### src/rtl/pc_fetch_if.sv
// pc_fetch_if: fetch-stage bus bundle (imem request/response, regD handshake, redirect)
interface pc_fetch_if #(
    parameter int WIDTH = 64,
    parameter int INSTR_SIZE = 32
);
    logic                  imem_req_valid;
    logic                  imem_req_ready;
    logic [WIDTH-1:0]      imem_req_addr;
    logic                  imem_resp_valid;
    logic [INSTR_SIZE-1:0] imem_resp_data;
    logic                  regD_allow_in;
    logic                  pc_to_regD_valid;
    logic [WIDTH-1:0]      pc_to_regD_pc;
    logic [INSTR_SIZE-1:0] pc_to_regD_instr;
    logic                  redirect_valid;
    logic [WIDTH-1:0]      redirect_pc;
    logic                  fetch_misaligned;
    modport master (
        output imem_req_valid, imem_req_addr, pc_to_regD_valid, pc_to_regD_pc, pc_to_regD_instr, fetch_misaligned,
        input  imem_req_ready, imem_resp_valid, imem_resp_data, regD_allow_in, redirect_valid, redirect_pc
    );
    modport slave (
        input  imem_req_valid, imem_req_addr, pc_to_regD_valid, pc_to_regD_pc, pc_to_regD_instr, fetch_misaligned,
        output imem_req_ready, imem_resp_valid, imem_resp_data, regD_allow_in, redirect_valid, redirect_pc
    );
endinterface

### src/rtl/pc_fetch.sv
// pc_fetch: PC owner / single-outstanding imem fetch / regD presenter; PC_FETCH_MISALIGN_CHECK_EN enables the misaligned-redirect FAULT path
module pc_fetch #(
    parameter int WIDTH = 64,
    parameter int INSTR_SIZE = 32,
    parameter logic [WIDTH-1:0] RESET_PC = 64'h0000_0000_8000_0000
) (
    input  logic       clk,
    input  logic       rst,
    pc_fetch_if.master bus
);
`ifdef PC_FETCH_MISALIGN_CHECK_EN
    typedef enum logic [2:0] {IDLE, REQ, WAIT, HOLD, FAULT} state_t;
    localparam logic [INSTR_SIZE-1:0] NOP = INSTR_SIZE'(32'h0000_0013);
    logic bad;
    logic fpend, fpend_n;
    assign bad = |bus.redirect_pc[1:0];
    logic [WIDTH-1:0] tgt;
    assign tgt = bus.redirect_pc;
`else
    typedef enum logic [1:0] {IDLE, REQ, WAIT, HOLD} state_t;
    logic [WIDTH-1:0] tgt;
    assign tgt = bus.redirect_pc & ~WIDTH'(3);
`endif
    state_t state, state_n;
    logic [WIDTH-1:0] pc, pc_n, req_pc, req_pc_n;
    logic [INSTR_SIZE-1:0] instr, instr_n;
    logic drop, drop_n;
    // next state: redirect wins everywhere; drop marks a response already in flight that must be discarded
    always_comb begin
        state_n = state;
        pc_n = pc;
        req_pc_n = req_pc;
        instr_n = instr;
        drop_n = drop;
`ifdef PC_FETCH_MISALIGN_CHECK_EN
        fpend_n = fpend;
`endif
        if (bus.redirect_valid) begin
            pc_n = tgt;
            case (state)
                REQ: begin
                    state_n = bus.imem_req_ready ? WAIT : REQ;
                    drop_n = bus.imem_req_ready;
                end
                WAIT: begin
                    state_n = bus.imem_resp_valid ? REQ : WAIT;
                    drop_n = !bus.imem_resp_valid;
                end
                default: state_n = REQ;
            endcase
`ifdef PC_FETCH_MISALIGN_CHECK_EN
            if (bad) begin
                state_n = FAULT;
                req_pc_n = bus.redirect_pc;
                instr_n = NOP;
                fpend_n = 1'b1;
                drop_n = 1'b0;
            end else begin
                fpend_n = 1'b0;
            end
`endif
        end else begin
            case (state)
                IDLE: state_n = REQ;
                REQ: if (bus.imem_req_ready) begin
                    state_n = WAIT;
                    req_pc_n = pc;
                    pc_n = pc + WIDTH'(4);
                end
                WAIT: if (bus.imem_resp_valid) begin
                    state_n = drop ? REQ : HOLD;
                    drop_n = 1'b0;
                    instr_n = drop ? instr : bus.imem_resp_data;
                end
                HOLD: if (bus.regD_allow_in) state_n = REQ;
`ifdef PC_FETCH_MISALIGN_CHECK_EN
                FAULT: if (fpend && bus.regD_allow_in) fpend_n = 1'b0;
`endif
                default: state_n = IDLE;
            endcase
        end
    end
    // state, PC and the registered regD payload
    always_ff @(posedge clk or negedge rst) begin
        if (!rst) begin
            state <= IDLE;
            pc <= RESET_PC;
            req_pc <= '0;
            instr <= '0;
            drop <= 1'b0;
`ifdef PC_FETCH_MISALIGN_CHECK_EN
            fpend <= 1'b0;
`endif
        end else begin
            state <= state_n;
            pc <= pc_n;
            req_pc <= req_pc_n;
            instr <= instr_n;
            drop <= drop_n;
`ifdef PC_FETCH_MISALIGN_CHECK_EN
            fpend <= fpend_n;
`endif
        end
    end
    assign bus.imem_req_valid = state == REQ;
    assign bus.imem_req_addr = pc;
    assign bus.pc_to_regD_pc = req_pc;
    assign bus.pc_to_regD_instr = instr;
`ifdef PC_FETCH_MISALIGN_CHECK_EN
    assign bus.pc_to_regD_valid = !bus.redirect_valid && (state == HOLD || (state == FAULT && fpend));
    assign bus.fetch_misaligned = state == FAULT && fpend;
`else
    assign bus.pc_to_regD_valid = !bus.redirect_valid && state == HOLD;
    assign bus.fetch_misaligned = 1'b0;
`endif
endmodule

### src/flat_wrapper.sv
// flat-port wrapper written by rule: the top's interface ports become plain ports
module pc_fetch_flat 
#(
    parameter int WIDTH = 64,
    parameter int INSTR_SIZE = 32,
    parameter logic [WIDTH-1:0] RESET_PC = 64'h0000_0000_8000_0000
)
  (clk, rst, bus_imem_req_valid, bus_imem_req_addr, bus_pc_to_regD_valid, bus_pc_to_regD_pc, bus_pc_to_regD_instr, bus_fetch_misaligned, bus_imem_req_ready, bus_imem_resp_valid, bus_imem_resp_data, bus_regD_allow_in, bus_redirect_valid, bus_redirect_pc);
  pc_fetch_if #(.WIDTH(WIDTH), .INSTR_SIZE(INSTR_SIZE)) bus_i ();
  input  logic clk;
  input  logic rst;
  output wire logic [$bits(bus_i.imem_req_valid)-1:0] bus_imem_req_valid;
  output wire logic [$bits(bus_i.imem_req_addr)-1:0] bus_imem_req_addr;
  output wire logic [$bits(bus_i.pc_to_regD_valid)-1:0] bus_pc_to_regD_valid;
  output wire logic [$bits(bus_i.pc_to_regD_pc)-1:0] bus_pc_to_regD_pc;
  output wire logic [$bits(bus_i.pc_to_regD_instr)-1:0] bus_pc_to_regD_instr;
  output wire logic [$bits(bus_i.fetch_misaligned)-1:0] bus_fetch_misaligned;
  input wire logic [$bits(bus_i.imem_req_ready)-1:0] bus_imem_req_ready;
  input wire logic [$bits(bus_i.imem_resp_valid)-1:0] bus_imem_resp_valid;
  input wire logic [$bits(bus_i.imem_resp_data)-1:0] bus_imem_resp_data;
  input wire logic [$bits(bus_i.regD_allow_in)-1:0] bus_regD_allow_in;
  input wire logic [$bits(bus_i.redirect_valid)-1:0] bus_redirect_valid;
  input wire logic [$bits(bus_i.redirect_pc)-1:0] bus_redirect_pc;
  assign bus_imem_req_valid = bus_i.imem_req_valid;
  assign bus_imem_req_addr = bus_i.imem_req_addr;
  assign bus_pc_to_regD_valid = bus_i.pc_to_regD_valid;
  assign bus_pc_to_regD_pc = bus_i.pc_to_regD_pc;
  assign bus_pc_to_regD_instr = bus_i.pc_to_regD_instr;
  assign bus_fetch_misaligned = bus_i.fetch_misaligned;
  assign bus_i.imem_req_ready = bus_imem_req_ready;
  assign bus_i.imem_resp_valid = bus_imem_resp_valid;
  assign bus_i.imem_resp_data = bus_imem_resp_data;
  assign bus_i.regD_allow_in = bus_regD_allow_in;
  assign bus_i.redirect_valid = bus_redirect_valid;
  assign bus_i.redirect_pc = bus_redirect_pc;
  pc_fetch #(.WIDTH(WIDTH), .INSTR_SIZE(INSTR_SIZE), .RESET_PC(RESET_PC)) u_core (.clk(clk), .rst(rst), .bus(bus_i));
endmodule
### config.mk
export PLATFORM = sky130hd
export DESIGN_NAME = pc_fetch_flat
export DESIGN_NICKNAME = d
export VERILOG_FILES = /design/src/rtl/pc_fetch_if.sv /design/src/rtl/pc_fetch.sv /design/src/flat_wrapper.sv
export SDC_FILE = /design/constraint.sdc
export NUM_CORES = 1
export LEC_CHECK = 0
export CAP_MARGIN = 20
export CORE_MARGIN = 4
export CORE_UTILIZATION = 45
export CTS_CLUSTER_DIAMETER = 100
export DETAILED_ROUTE_END_ITERATION = 16
export GPL_TIMING_DRIVEN = 0
export HOLD_SLACK_MARGIN = 0.03
export PLACE_DENSITY = 0.82
export SETUP_SLACK_MARGIN = 0.15
export SLEW_MARGIN = 20
export SYNTH_ARGS = -nofsm -noshare
export SYNTH_HDL_FRONTEND = slang
export SYNTH_SLANG_ARGS = --single-unit
### constraint.sdc
create_clock -name clk -period 3.7 [get_ports clk]
set_input_delay 0.925 -clock clk [delete_from_list [all_inputs] [get_ports clk]]
set_output_delay 0.925 -clock clk [all_outputs]
set_load 0.03 [all_outputs]
-- Word-level counts from Yosys, hierarchy flattened
Cells that the tools add are included.
- bitwise operators: 2
- muxes and demuxes: 16
- reductions and logical operators: 14
- equality and inequality tests: 6
- $add $sub $neg: 1
- operators with widths (kind ; count):
    64-bit 2-to-1 mux ; 3
    64-bit by 3-bit adder with 64-bit output (second input constant) ; 1
    2-bit 2-to-1 mux ; 7
    2-bit nonzero test ; 5
    3-bit AND reduction ; 3
    2-bit one-hot mux with 4 select lines ; 1
    3-bit inequality test (second input constant) ; 2
    2-bit == test (second input constant) ; 2
    2-bit one-hot mux with 2 select lines ; 1
    4-bit AND reduction ; 1
    1-bit 2-to-1 mux ; 3
    3-bit by 1-bit inequality test with 1-bit output (second input constant) ; 1
    2-bit by 1-bit == test with 1-bit output (second input constant) ; 1
    1-bit logical NOT ; 2
    2-bit logical NOT ; 1
    1-bit inverter ; 2
    1-bit one-hot mux with 2 select lines ; 1
    2-bit AND reduction ; 1
    1-bit logical AND ; 1
- word-level logic and storage cells: 44
- register bits after elaboration: 163
- bits of input ports: 102
- output and inout bits: 163

-- Logic depth before layout (Yosys ltp)
Gate-level depths: netlist of the first run.
- depth after elaboration: 4
- gate-level depth with buffers: 9
- gate-level depth less buffers: 7

-- Worst setup path before layout of the first run
OpenSTA, ideal clock, no wires.
- path type: flip-flop to flip-flop
- start point: register u_core.state[1]
- end point: register u_core.pc[55] (netlist: u_core.bus.imem_req_addr[55])
- period minus slack after synthesis: 2.883 ns
- cell stages (with the launch flop): 10
- setup slack: 0.817 ns
- setup time: 0.082 ns
- data required time: 3.618 ns
- path buffers: 2
- arrival: 2.801 ns
- cells stage by stage: dfrtp_1 -> inv_1 -> ha_1 -> nand4_1 -> or4_1 -> buf_2 -> or4b_4 -> buf_6 -> or3_1 -> a31oi_1
- longest elaborated chain between the ends: 3
- ends and longest elaborated chain (item ; RTL line ; text):
    start: declaration ; pc_fetch.sv:24 ; state_t state, state_n;
    start signal: assignment ; pc_fetch.sv:95 ; state <= state_n;
    2-bit by 1-bit == test with 1-bit output ; -- ;
    net bus_imem_req_valid ; flat_wrapper.sv:12 ; output wire logic [$bits(bus_i.imem_req_valid)-1:0] bus_imem_req_valid;
    2-bit nonzero test (no line) ; -- ;
    2-bit AND reduction (no line) ; -- ;
    end signal: assignment ; pc_fetch.sv:96 ; pc <= pc_n;
    end: declaration ; pc_fetch.sv:25 ; logic [WIDTH-1:0] pc, pc_n, req_pc, req_pc_n;
The timed path passes the listed nets, and every way through them passes these cells.
A chain may end at the register's enable or synchronous reset.

-- Worst setup path after layout of the first run
- start point: input port bus_redirect_valid
- end point: output port bus_pc_to_regD_valid
- longest elaborated chain between the ends: 2
- ends and longest elaborated chain (item ; RTL line ; text):
    start: declaration ; flat_wrapper.sv:22 ; input wire logic [$bits(bus_i.redirect_valid)-1:0] bus_redirect_valid;
    1-bit logical NOT ; pc_fetch.sv:113 ; assign bus.pc_to_regD_valid = !bus.redirect_valid && state == HOLD;
    1-bit logical AND ; pc_fetch.sv:113 ;
    end: declaration ; flat_wrapper.sv:14 ; output wire logic [$bits(bus_i.pc_to_regD_valid)-1:0] bus_pc_to_regD_valid;
No other way between the ends.

==> results of run 1 <==
-- what timing repair did --
action / 4_1_cts / 5_1_grt
endpoints found under the hold margin: 0 / 0
endpoints found under the setup margin: 6 / 1
setup buffers: 0 / 0
cloned: 0 / 0
gates resized for setup: 4 / 1
-- per-layer routing --
metal	wire, um	GRT usage
met5	0	0
met3	1740	0.0688
met2	11000	0.406
met1	9170	0.304
met4	319	0.0633
-- state kept, by name, indices dropped and copies added (netlist names) --
name,cells
u_core.drop,1
u_core.bus.imem_req_addr,62
u_core.bus.pc_to_regD_pc,62
u_core.state,2
u_core.bus.pc_to_regD_instr,32
-- through the flow --
stage / hold WS [ns] / power [W] / setup TNS, ns
after detailed placement: 0.471 / 0.00625 / -2.77
after floorplan: 0.505 / 0.00464 / 0
after global routing: 0.442 / 0.00834 / 0
after global placement: 0.463 / 0.00615 / -786.92
after CTS: 0.433 / 0.00805 / 0
final: 0.425 / 0.00798 / 0
-- layout by cell type (no fill, tap or decap), types with 5 or more instances in the layout --
cell type,n
mux2_2,93
clkdlybuf4s50_1,255
nor2_1,29
nor3_1,9
o21ai_0,55
nor2b_1,7
buf_4,5
nor4_1,20
a31oi_1,15
ha_1,5
clkbuf_1,29
nand4_1,30
nand3_1,24
xnor2_1,21
xor2_1,19
dfrtp_1,158
inv_1,6
and3_1,5
or4_1,6
nand2_1,73
or3_1,16
o31a_1,5
nand2b_1,5
conb_1,5
clkbuf_16,17
-- final cells by class --
cell class	instances	area, um^2	area share
Buffer	39	176	0.0162
Clock buffer	20	467	0.0427
Clock inverter	12	134	0.0123
Inverter	7	26.3	0.00241
Multi-Input combinational cell	468	3230	0.296
Sequential cell	159	3980	0.365
Tap cell	216	270	0.0248
Timing Repair Buffer	260	2640	0.241
-- power groups by stage --
stage,clock (W),sequential [W],combinational (W)
after floorplan,0,0.00384,0.000801
after global placement,0,0.00270,0.00345
after detailed placement,0,0.00274,0.00351
after CTS,0.00181,0.00271,0.00352
after global routing,0.00190,0.00279,0.00366
final,0.00179,0.00270,0.00348
-- Yosys cell counts (all sizes together), types with 2 or more instances --
cell type	number
xor2	19
nand2b	5
or2	3
clkbuf	31
buf	8
and4	3
and3	5
nor2b	7
nand4	31
nor3	10
a31oi	15
o31ai	2
nor2	29
nor4	20
nand3	24
dfrtp	158
or3	16
a221o	3
o21ai	55
o31a	5
a22oi	2
xnor2	21
nand2	73
inv	6
mux2i	2
mux2	93
ha	5
or4	6
and2	4
-- logic make-up after synthesis --
| family | Yosys count |
|---|---|
| compound gates | 86 |
| xor+xnor | 40 |
| fa+ha+maj | 5 |
| buf+inv | 46 |
| flops | 159 |
| mux | 95 |
| other cells | 1 |
| simple gates | 237 |
-- final timing paths --
path,slack (ns),endpoint,startpoint,cells past startpoint
worst max-delay path,0.22,bus_pc_to_regD_valid,bus_redirect_valid,5
worst min-delay path,0.42,u_core.bus.imem_req_addr[59],rst,1
worst max register to register,0.57,u_core.bus.imem_req_addr[59],u_core.state[1],9
worst min register to register,0.48,u_core.bus.pc_to_regD_pc[4],u_core.bus.pc_to_regD_pc[4],2
max in group asynchronous,2.30,u_core.bus.imem_req_addr[31],rst,3
min in group clk,0.48,u_core.bus.pc_to_regD_pc[4],u_core.bus.pc_to_regD_pc[4],2
==> results by group, run 1 <==
STA
  • Fin. Hold Viols: 0
  • Final-report setup violation count: 0
  • Crit path time final: ~3.5 ns
  • Min setup slack post-route: 0.216 ns
  • Clock skew: between 0.007 and 0.008 ns
  • Fmax: 0.287 GHz
  • Max Slew Vio Count: 0
  • RSZ-0062 raised after global routing: no
  • Max_slew headroom: 0.305
  • Worst Tran Pin Value: ~1.0 ns
  • Final period utilization: 0.942

Critical path
  • CP required: between 2 and 3 ns
  • Crit path cell chain: clkdlybuf4s50_1, clkbuf_2, clkbuf_2, nor2b_1, dlygate4sd2_1
  • Crit path max-delay family: buffers and inverters
  • Slowest stage delay, CP: 0.57 ns
  • CP Class: in2out
  • Most Frequent Cell on Critical Path: clkbuf_2
  • CP max-delay cell: clkdlybuf4s50_1
  • Setup crit start kind: input pin
  • CP max FO: 10
  • CP Buf/Inv Count: 4
  • Arr. time, crit path: 2.56 ns
  • CP Capture Type: primary output

Logic synthesis
  • Synth Area in XOR/XNOR: 0.0475
  • Share of the synthesized area in the top cell type: 0.536
  • Synth Area in Adders: 0.00847
  • Seq cells post-synth: 159
  • Multiplexer area fraction after synthesis: 0.145
  • Cell accounting for the most synthesized area: dfrtp_1
  • Post-synth ARST share: 1.00
  • Synth area leaders: dfrtp_1 54%, mux2_2 14%, o21ai_0 3.7%
  • Register area share after synthesis: 0.539
  • Cell count after synthesis: 669
  • EDFF count, synth: 0
  • Simple-Gate Fraction of Synth Area: 0.164
  • Yosys cell types: between 40 and 50
  • Mapped Area: 7380 um^2
  • Synth Area in Compound Gates: 0.0683
  • Main flop type after synthesis: dfrtp_1
  • Avg Inst Size Synth: 11.0 um^2
  • Largest family of logic cells by synthesized area: simple AND/OR/NAND/NOR gates
  • Synth Warn #: 0

Die
  • Area of the core: 16000 um^2
  • Die Width: 136 um
  • I/O Pins: about 270
  • Cell Rows: 46
  • Die height: approximately 140 um
  • Initial core utilization: 0.461
  • DIE AREA: 18500 um^2

Place
  • Dpl ws: -0.456 ns
  • I/O Buffers: 257
  • Routability cong.: 0.850
  • DP HPWL: 16.6 mm
  • Dpl cells: 1148
  • Placed inst area: 10300 um^2

Route
  • Remaining DRCs: 0
  • Via count: 6356
  • 1st-iter DRT viols: around 420
  • Final ANT Viol Nets: 0
  • Pre-Repair DR Iteration Count: 5
  • Vias per cell: 5.38
  • Post-Route WL: 22.2 mm
  • Avg WL per Cell: between 15 and 20 um

Power and ir drop
  • Sw Share: 0.377
  • Pwr/cell area: 731 nW/um^2
  • Internal power: between 0.004 and 0.005 W
  • Max VDD drop: 0.492 mV
  • Clock power frac: 0.224
  • Pleak: 4.39 nW
  • Register share of total power: 0.339
  • Psw: ~0.003 W
  • Comb pwr share: 0.437

Layout
  • Filler cells: 1248
  • Number of antenna diodes: 0
  • Layout cell share with drive strength beyond 1: 0.150
  • Area Growth Syn to Fin: 47.9%
  • Non-filler instance count after layout: around 1.2k
  • Post-layout instance area: 10900 um^2
  • Nets: 1059
  • Final core utilization: 0.682

Run status
  • Status: completed

Clocking
  • Root Driver: clkbuf_16
  • Post-CTS Hold Buffers: 0
  • Clk sinks: 159
  • CTS tree: yes
  • Clk pin slew, worst setup/hold paths: about 0.06 ns
  • CTS buffer count: 17
  • CTS Buffer Depth: 2
  • Worst-Skew Late Latency: 0.42 ns
  • H-tree depth: 4

GRT
  • Gr usage total: 0.240
  • Initial antenna violation count: 0
  • Vias in the first global route: between 6k and 7k
  • Total grt overflow: 0
  • First-pass GRT wire length: about 35 mm
  • Largest net degree at the start of global routing: 57

Min path
  • Worst hold path class: in2async

Flow run
  • Max Cap Viol: 0
(Power assumes the default switching activity.)
==> run 2, diff against run 1 <==
--- a/config.mk
+++ b/config.mk
@@ -14,7 +14,6 @@
 export HOLD_SLACK_MARGIN = 0.03
 export PLACE_DENSITY = 0.82
 export SETUP_SLACK_MARGIN = 0.15
-export SLEW_MARGIN = 20
 export SYNTH_ARGS = -nofsm -noshare
 export SYNTH_HDL_FRONTEND = slang
 export SYNTH_SLANG_ARGS = --single-unit
==> results by group, run 2 (same netlist as run 1, synthesis figures left out) <==
Route
  • Pre-Repair DR Iteration Count: 6 (was 5)
  • Final ANT Viol Nets: 0 (unchanged)
  • 1st-iter DRT viols: 386 (was 422)
  • Remaining DRCs: 0 (unchanged)
  • Via count: 6332 (was 6356)
  • Vias per cell: 5.39 (was 5.38)
  • Avg WL per Cell: 18.9 um (was 18.8 um)
  • Post-Route WL: 22.2 mm (about the same)

Clocking
  • H-tree depth: 4 (unchanged)
  • CTS buffer count: 17 (unchanged)
  • CTS Buffer Depth: 2 (unchanged)
  • Worst-Skew Late Latency: 0.43 ns (was 0.42 ns)
  • Clk pin slew, worst setup/hold paths: 0.06 ns (about the same)
  • Setup Buffers After CTS: 0 (unchanged)
  • CTS tree: yes (unchanged)
  • Clk sinks: 159 (unchanged)
  • Post-CTS Hold Buffers: 0 (unchanged)
  • Root Driver: clkbuf_16 (unchanged)
  • # resized after CTS: 5 (was 4)

Critical path
  • CP Class: in2out (unchanged)
  • Setup crit start kind: input pin (unchanged)
  • Arr. time, crit path: 2.52 ns (was 2.56 ns)
  • CP required: 2.77 ns (about the same)
  • CP Capture Type: primary output (unchanged)
  • CP max FO: 10 (unchanged)

STA
  • Fin. Hold Viols: 0 (unchanged)
  • Clock skew: 0.0121 ns (was 0.00731 ns)
  • Fmax: 0.290 GHz (was 0.287 GHz)
  • Worst Tran Pin Value: 1.18 ns (was 1.03 ns)
  • Max_slew headroom: 0.204 (was 0.305)
  • Crit path time final: 3.44 ns (was 3.48 ns)
  • RSZ-0062 raised after global routing: no (unchanged)
  • Max Slew Vio Count: 0 (unchanged)
  • Final period utilization: 0.931 (was 0.942)
  • Final-report setup violation count: 0 (unchanged)

GRT
  • Vias in the first global route: 6353 (was 6469)
  • Largest net degree at the start of global routing: 106 (was 57)
  • Total grt overflow: 0 (unchanged)
  • Initial antenna violation count: 0 (unchanged)
  • Gr usage total: 0.240 (about the same)
  • First-pass GRT wire length: 34.4 mm (was 34.7 mm)

Die
  • Die Width: 136 um (unchanged)
  • Die height: 136 um (unchanged)
  • Cell Rows: 46 (unchanged)
  • I/O Pins: 265 (unchanged)
  • Area of the core: 16000 um^2 (unchanged)
  • DIE AREA: 18500 um^2 (unchanged)
  • Initial core utilization: 0.461 (unchanged)

Flow run
  • Max Cap Viol: 0 (unchanged)

Place
  • Routability cong.: 0.850 (unchanged)
  • DP HPWL: 16.5 mm (was 16.6 mm)
  • I/O Buffers: 257 (unchanged)
  • Dpl cells: 1147 (was 1148)

Layout
  • Highest-count cells in the layout ignoring fill and taps: 255 x clkdlybuf4s50_1, 158 x dfrtp_1, 93 x mux2_2, 73 x nand2_1, 55 x o21ai_0 (unchanged)
  • Multi-input gate area: 3230 um^2 (about the same)
  • Layout cell share with drive strength beyond 1: 0.143 (was 0.150)
  • Filler cells: 1265 (was 1248)
  • Commonest non-fill, non-tap cell in the layout: clkdlybuf4s50_1 (unchanged)
  • Area Growth Syn to Fin: 47.0% (was 47.9%)
  • Non-filler instance count after layout: 1175 (was 1181)
  • Nets: 1057 (was 1059)
  • Number of antenna diodes: 0 (unchanged)
  • Sequential cell area: 3980 um^2 (unchanged)

Power and ir drop
  • Pwr/cell area: 731 nW/um^2 (about the same)
  • Final Total Pwr: 0.00793 W (was 0.00798 W)
  • Max VDD drop: 0.467 mV (was 0.492 mV)
  • Pleak: 4.34 nW (was 4.39 nW)

Min path
  • Worst hold path class: in2async (unchanged)

Run status
  • Status: completed (unchanged)
==> run 2: cell count changes in the layout (fill, tap and decap cells not counted) <==
| cell | change |
|---|---|
| buf_16 | -1 |
| bufinv_16 | +1 |
| clkbuf_1 | +3 |
| clkbuf_2 | -2 |
| clkbuf_4 | +1 |
| clkbuf_8 | -2 |
| clkinv_2 | -1 |
| clkinv_4 | -3 |
| inv_6 | -2 |
| nor3_1 | -1 |
| nor3_2 | +2 |
| nor3_4 | -1 |
==> run 2: final cells by class <==
| class | count | area share |
|---|---|---|
| Buffer | 39 | 0.0165 |
| Clock buffer | 21 | 0.0415 |
| Clock inverter | 7 | 0.0106 |
| Inverter | 7 | 0.00242 |
| Multi-Input combinational cell | 468 | 0.297 |
| Sequential cell | 159 | 0.367 |
| Tap cell | 216 | 0.0249 |
| Timing Repair Buffer | 258 | 0.240 |
==> run 2: report_power, final <==
part / switching (W) / total [W] / internal (W) / leakage [nW]
registers: 0.000376 / 0.00270 / 0.00233 / 1.93
logic: 0.00189 / 0.00348 / 0.00159 / 2.13
clock network: 0.000683 / 0.00174 / 0.00106 / 0.271
==> run 2: through the flow <==
step	util	hold slack [ns]	setup slack [ns]	setup TNS (ns)	area [um^2]
finish	0.678	0.426	0.257	0	10900
global route	0.678	0.446	0.153	0	10900
CTS	0.678	0.439	0.239	0	10800
detailed placement	0.642	0.476	-0.493	-3.12	10300
global placement	0.640	0.463	-4.96	-786.92	10200
floorplan	-	0.505	0.817	0	7400
==> run 2: final timing paths <==
path | start | to | slack (ns) | cells past startpoint
worst min-delay path | rst | u_core.bus.imem_req_addr[55] | 0.43 | 1
worst max register to register | u_core.bus.imem_req_addr[11] | u_core.bus.imem_req_addr[60] | 0.62 | 5
worst min register to register | u_core.bus.pc_to_regD_pc[4] | u_core.bus.pc_to_regD_pc[4] | 0.48 | 2
max in group asynchronous | rst | u_core.bus.pc_to_regD_pc[38] | 2.39 | 2
min in group clk | u_core.bus.pc_to_regD_pc[4] | u_core.bus.pc_to_regD_pc[4] | 0.48 | 2
worst max-delay path | bus_redirect_valid | bus_pc_to_regD_valid | 0.26 | 5
==> run 2: layer usage <==
| layer | global-route usage | wire (um) |
|---|---|---|
| met5 | 0 | 0 |
| met1 | 0.303 | 9110 |
| met4 | 0.0677 | 401 |
| met3 | 0.0699 | 1780 |
| met2 | 0.402 | 10900 |
==> run 2: worst max-delay path, stage by stage <==
cell	delay, ns
clkdlybuf4s50_1	0.57
clkbuf_2	0.31
clkbuf_4	0.29
nor2b_1	0.06
dlygate4sd2_1	0.36
==> run 3, diff against run 2 <==
--- a/config.mk
+++ b/config.mk
@@ -10,7 +10,6 @@
 export CORE_UTILIZATION = 45
 export CTS_CLUSTER_DIAMETER = 100
 export DETAILED_ROUTE_END_ITERATION = 16
-export GPL_TIMING_DRIVEN = 0
 export HOLD_SLACK_MARGIN = 0.03
 export PLACE_DENSITY = 0.82
 export SETUP_SLACK_MARGIN = 0.15
==> results by group, run 3 (same netlist as run 1, synthesis figures left out) <==
Layout
  • Filler cells: 1190 (was 1265)
  • Commonest non-fill, non-tap cell in the layout: clkdlybuf4s50_1 (unchanged)
  • Nets: 1034 (was 1057)
  • Layout cell share with drive strength beyond 1: 0.163 (was 0.143)
  • Sequential cell area: 3980 um^2 (unchanged)
  • Area Growth Syn to Fin: 47.1% (was 47.0%)
  • Non-filler instance count after layout: 1156 (was 1175)
  • Multi-input gate area: 3240 um^2 (was 3230 um^2)
  • Highest-count cells in the layout ignoring fill and taps: 255 x clkdlybuf4s50_1, 158 x dfrtp_1, 93 x mux2_2, 73 x nand2_1, 55 x o21ai_0 (unchanged)
  • Number of antenna diodes: 0 (unchanged)

Power and ir drop
  • Sw Share: 0.376 (was 0.372)
  • Pleak: 4.35 nW (was 4.34 nW)
  • Max VDD drop: 0.437 mV (was 0.467 mV)
  • Psw: 0.00302 W (was 0.00295 W)
  • Pwr/cell area: 739 nW/um^2 (was 731 nW/um^2)
  • Register share of total power: 0.338 (was 0.341)
  • Clock power frac: 0.230 (was 0.220)
  • Comb pwr share: 0.431 (was 0.439)
  • Internal power: 0.00501 W (was 0.00498 W)

Route
  • Post-Route WL: 21.2 mm (was 22.2 mm)
  • Vias per cell: 5.38 (was 5.39)
  • Via count: 6225 (was 6332)
  • Final ANT Viol Nets: 0 (unchanged)
  • Avg WL per Cell: 18.3 um (was 18.9 um)
  • Remaining DRCs: 0 (unchanged)
  • Pre-Repair DR Iteration Count: 5 (was 6)
  • 1st-iter DRT viols: 420 (was 386)

Flow run
  • Max Cap Viol: 0 (unchanged)

Clocking
  • Root Driver: clkbuf_16 (unchanged)
  • CTS Buffer Depth: 2 (unchanged)
  • Post-CTS Hold Buffers: 0 (unchanged)
  • H-tree depth: 4 (unchanged)
  • CTS buffer count: 17 (unchanged)
  • Worst-Skew Late Latency: 0.42 ns (was 0.43 ns)
  • CTS tree: yes (unchanged)
  • Clk sinks: 159 (unchanged)
  • Clk pin slew, worst setup/hold paths: 0.06 ns (about the same)
  • Setup Buffers After CTS: 0 (unchanged)
  • # resized after CTS: 0 (was 5)

Critical path
  • R2R Setup Slk: 0.82 ns (was 0.62 ns)
  • R2r startpoint: u_core.bus.imem_req_addr[11] (unchanged)
  • Worst reg2reg endpoint: u_core.bus.imem_req_addr[51] (was u_core.bus.imem_req_addr[60])
  • CP Buf/Inv Count: 1 (was 4)
  • Slowest stage delay, CP: 0.63 ns (was 0.57 ns)
  • Crit path max-delay family: simple AND/OR/NAND/NOR gates (was buffers and inverters)
  • CP max FO: 11 (was 10)
  • CP Depth: 6 (was 5)
  • Arr. time, crit path: 3.27 ns (was 2.52 ns)
  • CP Capture Type: register (was primary output)
  • CP required: 4.03 ns (was 2.77 ns)
  • R2R depth: 5 (unchanged)
  • Crit path capture: u_core.bus.imem_req_addr[51] (was bus_pc_to_regD_valid)
  • Critical path origin: bus_imem_req_ready (was bus_redirect_valid)
  • CP max-delay cell: or4b_4 (was clkdlybuf4s50_1)
  • Setup crit start kind: input pin (unchanged)
  • Crit path cell chain: clkdlybuf4s50_1, nand4_1, or4_1, or4b_4, or3_1, a31oi_1 (was clkdlybuf4s50_1, clkbuf_2, clkbuf_4, nor2b_1, dlygate4sd2_1)
  • CP Class: in2reg (was in2out)

STA
  • Sum Neg Setup Slack: 0 ns (unchanged)
  • Final period utilization: 0.792 (was 0.931)
  • Final-report setup violation count: 0 (unchanged)
  • Max_slew headroom: 0.528 (was 0.204)
  • Fin. Hold Viols: 0 (unchanged)
  • Worst Tran Pin Value: 0.708 ns (was 1.18 ns)
  • RSZ-0062 raised after global routing: no (unchanged)
  • Max Slew Vio Count: 0 (unchanged)
  • Fmax: 0.341 GHz (was 0.290 GHz)
  • Clock skew: 0.0106 ns (was 0.0121 ns)
  • Crit path time final: 2.93 ns (was 3.44 ns)

GRT
  • Largest net degree at the start of global routing: 72 (was 106)
  • Global Route met3 Usage: 0.0770 (was 0.0699)
  • Initial antenna violation count: 0 (unchanged)
  • Met2 Usage GRT: 0.402 (about the same)
  • Total grt overflow: 0 (unchanged)
  • M1 GR Usage: 0.273 (was 0.303)
  • First-pass GRT wire length: 33.6 mm (was 34.4 mm)
  • Vias in the first global route: 6401 (was 6353)
  • Gr usage total: 0.232 (was 0.240)
  • GRT Max-Usage Layer: met2 (unchanged)

Die
  • Area of the core: 16000 um^2 (unchanged)
  • Die Width: 136 um (unchanged)
  • DIE AREA: 18500 um^2 (unchanged)
  • Initial core utilization: 0.461 (unchanged)
  • Die height: 136 um (unchanged)
  • I/O Pins: 265 (unchanged)
  • Cell Rows: 46 (unchanged)

Min path
  • Worst hold path class: reg2reg (was in2async)

Place
  • DP HPWL: 15.6 mm (was 16.5 mm)
  • Routability cong.: 0.852 (was 0.850)
  • Dpl cells: 1124 (was 1147)
  • I/O Buffers: 257 (unchanged)

Run status
  • Status: completed (unchanged)
[run 3: cell count changes in the layout (fill, tap and decap cells not counted), moves of 2 or more]
cell | before | now
buf_12 | 0 | 2
buf_4 | 5 | 15
clkbuf_1 | 32 | 0
clkinv_2 | 2 | 0
clkinv_4 | 0 | 3
clkinvlp_4 | 2 | 4
inv_6 | 0 | 4
[run 3: per-layer routing]
layer	share of wire	wire length, um
met1	0.40	8420
met4	0.017	360
met2	0.51	10700
met3	0.081	1710
met5	0	0
[run 3: final cells by class]
class	count	area share
clock inverter	14	0.0167
timing repair buffer	274	0.251
tap	216	0.0249
clock buffer	18	0.0404
sequential	159	0.367
multi-input combinational	468	0.298
inverter	7	0.00242
[run 3: power groups by stage]
stage          Combinational, W  Sequential (W)  Clock, W
3_3_place_gp            0.00344         0.00270         0
2_1_floorplan          0.000801         0.00384         0
5_1_grt                 0.00365         0.00280   0.00196
4_1_cts                 0.00350         0.00272   0.00188
6_report                0.00346         0.00272   0.00185
3_5_place_dp            0.00349         0.00275         0
[run 3: worst min path at each step]
| stage | slack (ns) | depth (start not counted) | startpoint | endpoint |
|---|---|---|---|---|
| 2_1_floorplan | 0.51 | 1 | u_core.drop | u_core.drop |
| 3_3_place_gp | 0.47 | 2 | u_core.bus.pc_to_regD_pc[38] | u_core.bus.pc_to_regD_pc[38] |
| 3_5_place_dp | 0.47 | 2 | u_core.bus.pc_to_regD_pc[38] | u_core.bus.pc_to_regD_pc[38] |
| 4_1_cts | 0.49 | 2 | u_core.bus.pc_to_regD_pc[38] | u_core.bus.pc_to_regD_pc[38] |
| 5_1_grt | 0.51 | 1 | u_core.bus.pc_to_regD_pc[8] | u_core.bus.pc_to_regD_pc[8] |
| 6_report | 0.48 | 2 | u_core.bus.pc_to_regD_pc[40] | u_core.bus.pc_to_regD_pc[40] |
[run 3: worst reg2reg max path, cell delays in order (launching register included)]
cell and delay (ns):
dfrtp_1 0.51, nand4_1 0.33, or3_1 0.69, or4b_4 0.71, or3_1 0.38, a31oi_1 0.17
[run 3: metrics by stage]
step | hold slack, ns | cell area [um^2] | power (W) | util | worst slack [ns]
after floorplan | 0.505 | 7400 | 0.00464 | - | 0.817
after global placement | 0.465 | 10200 | 0.00614 | 0.640 | 0.378
after detailed placement | 0.473 | 10200 | 0.00624 | 0.640 | 0.359
after CTS | 0.488 | 10900 | 0.00810 | 0.679 | 0.760
after global routing | 0.512 | 10900 | 0.00841 | 0.679 | 0.646
final | 0.480 | 10900 | 0.00803 | 0.679 | 0.769
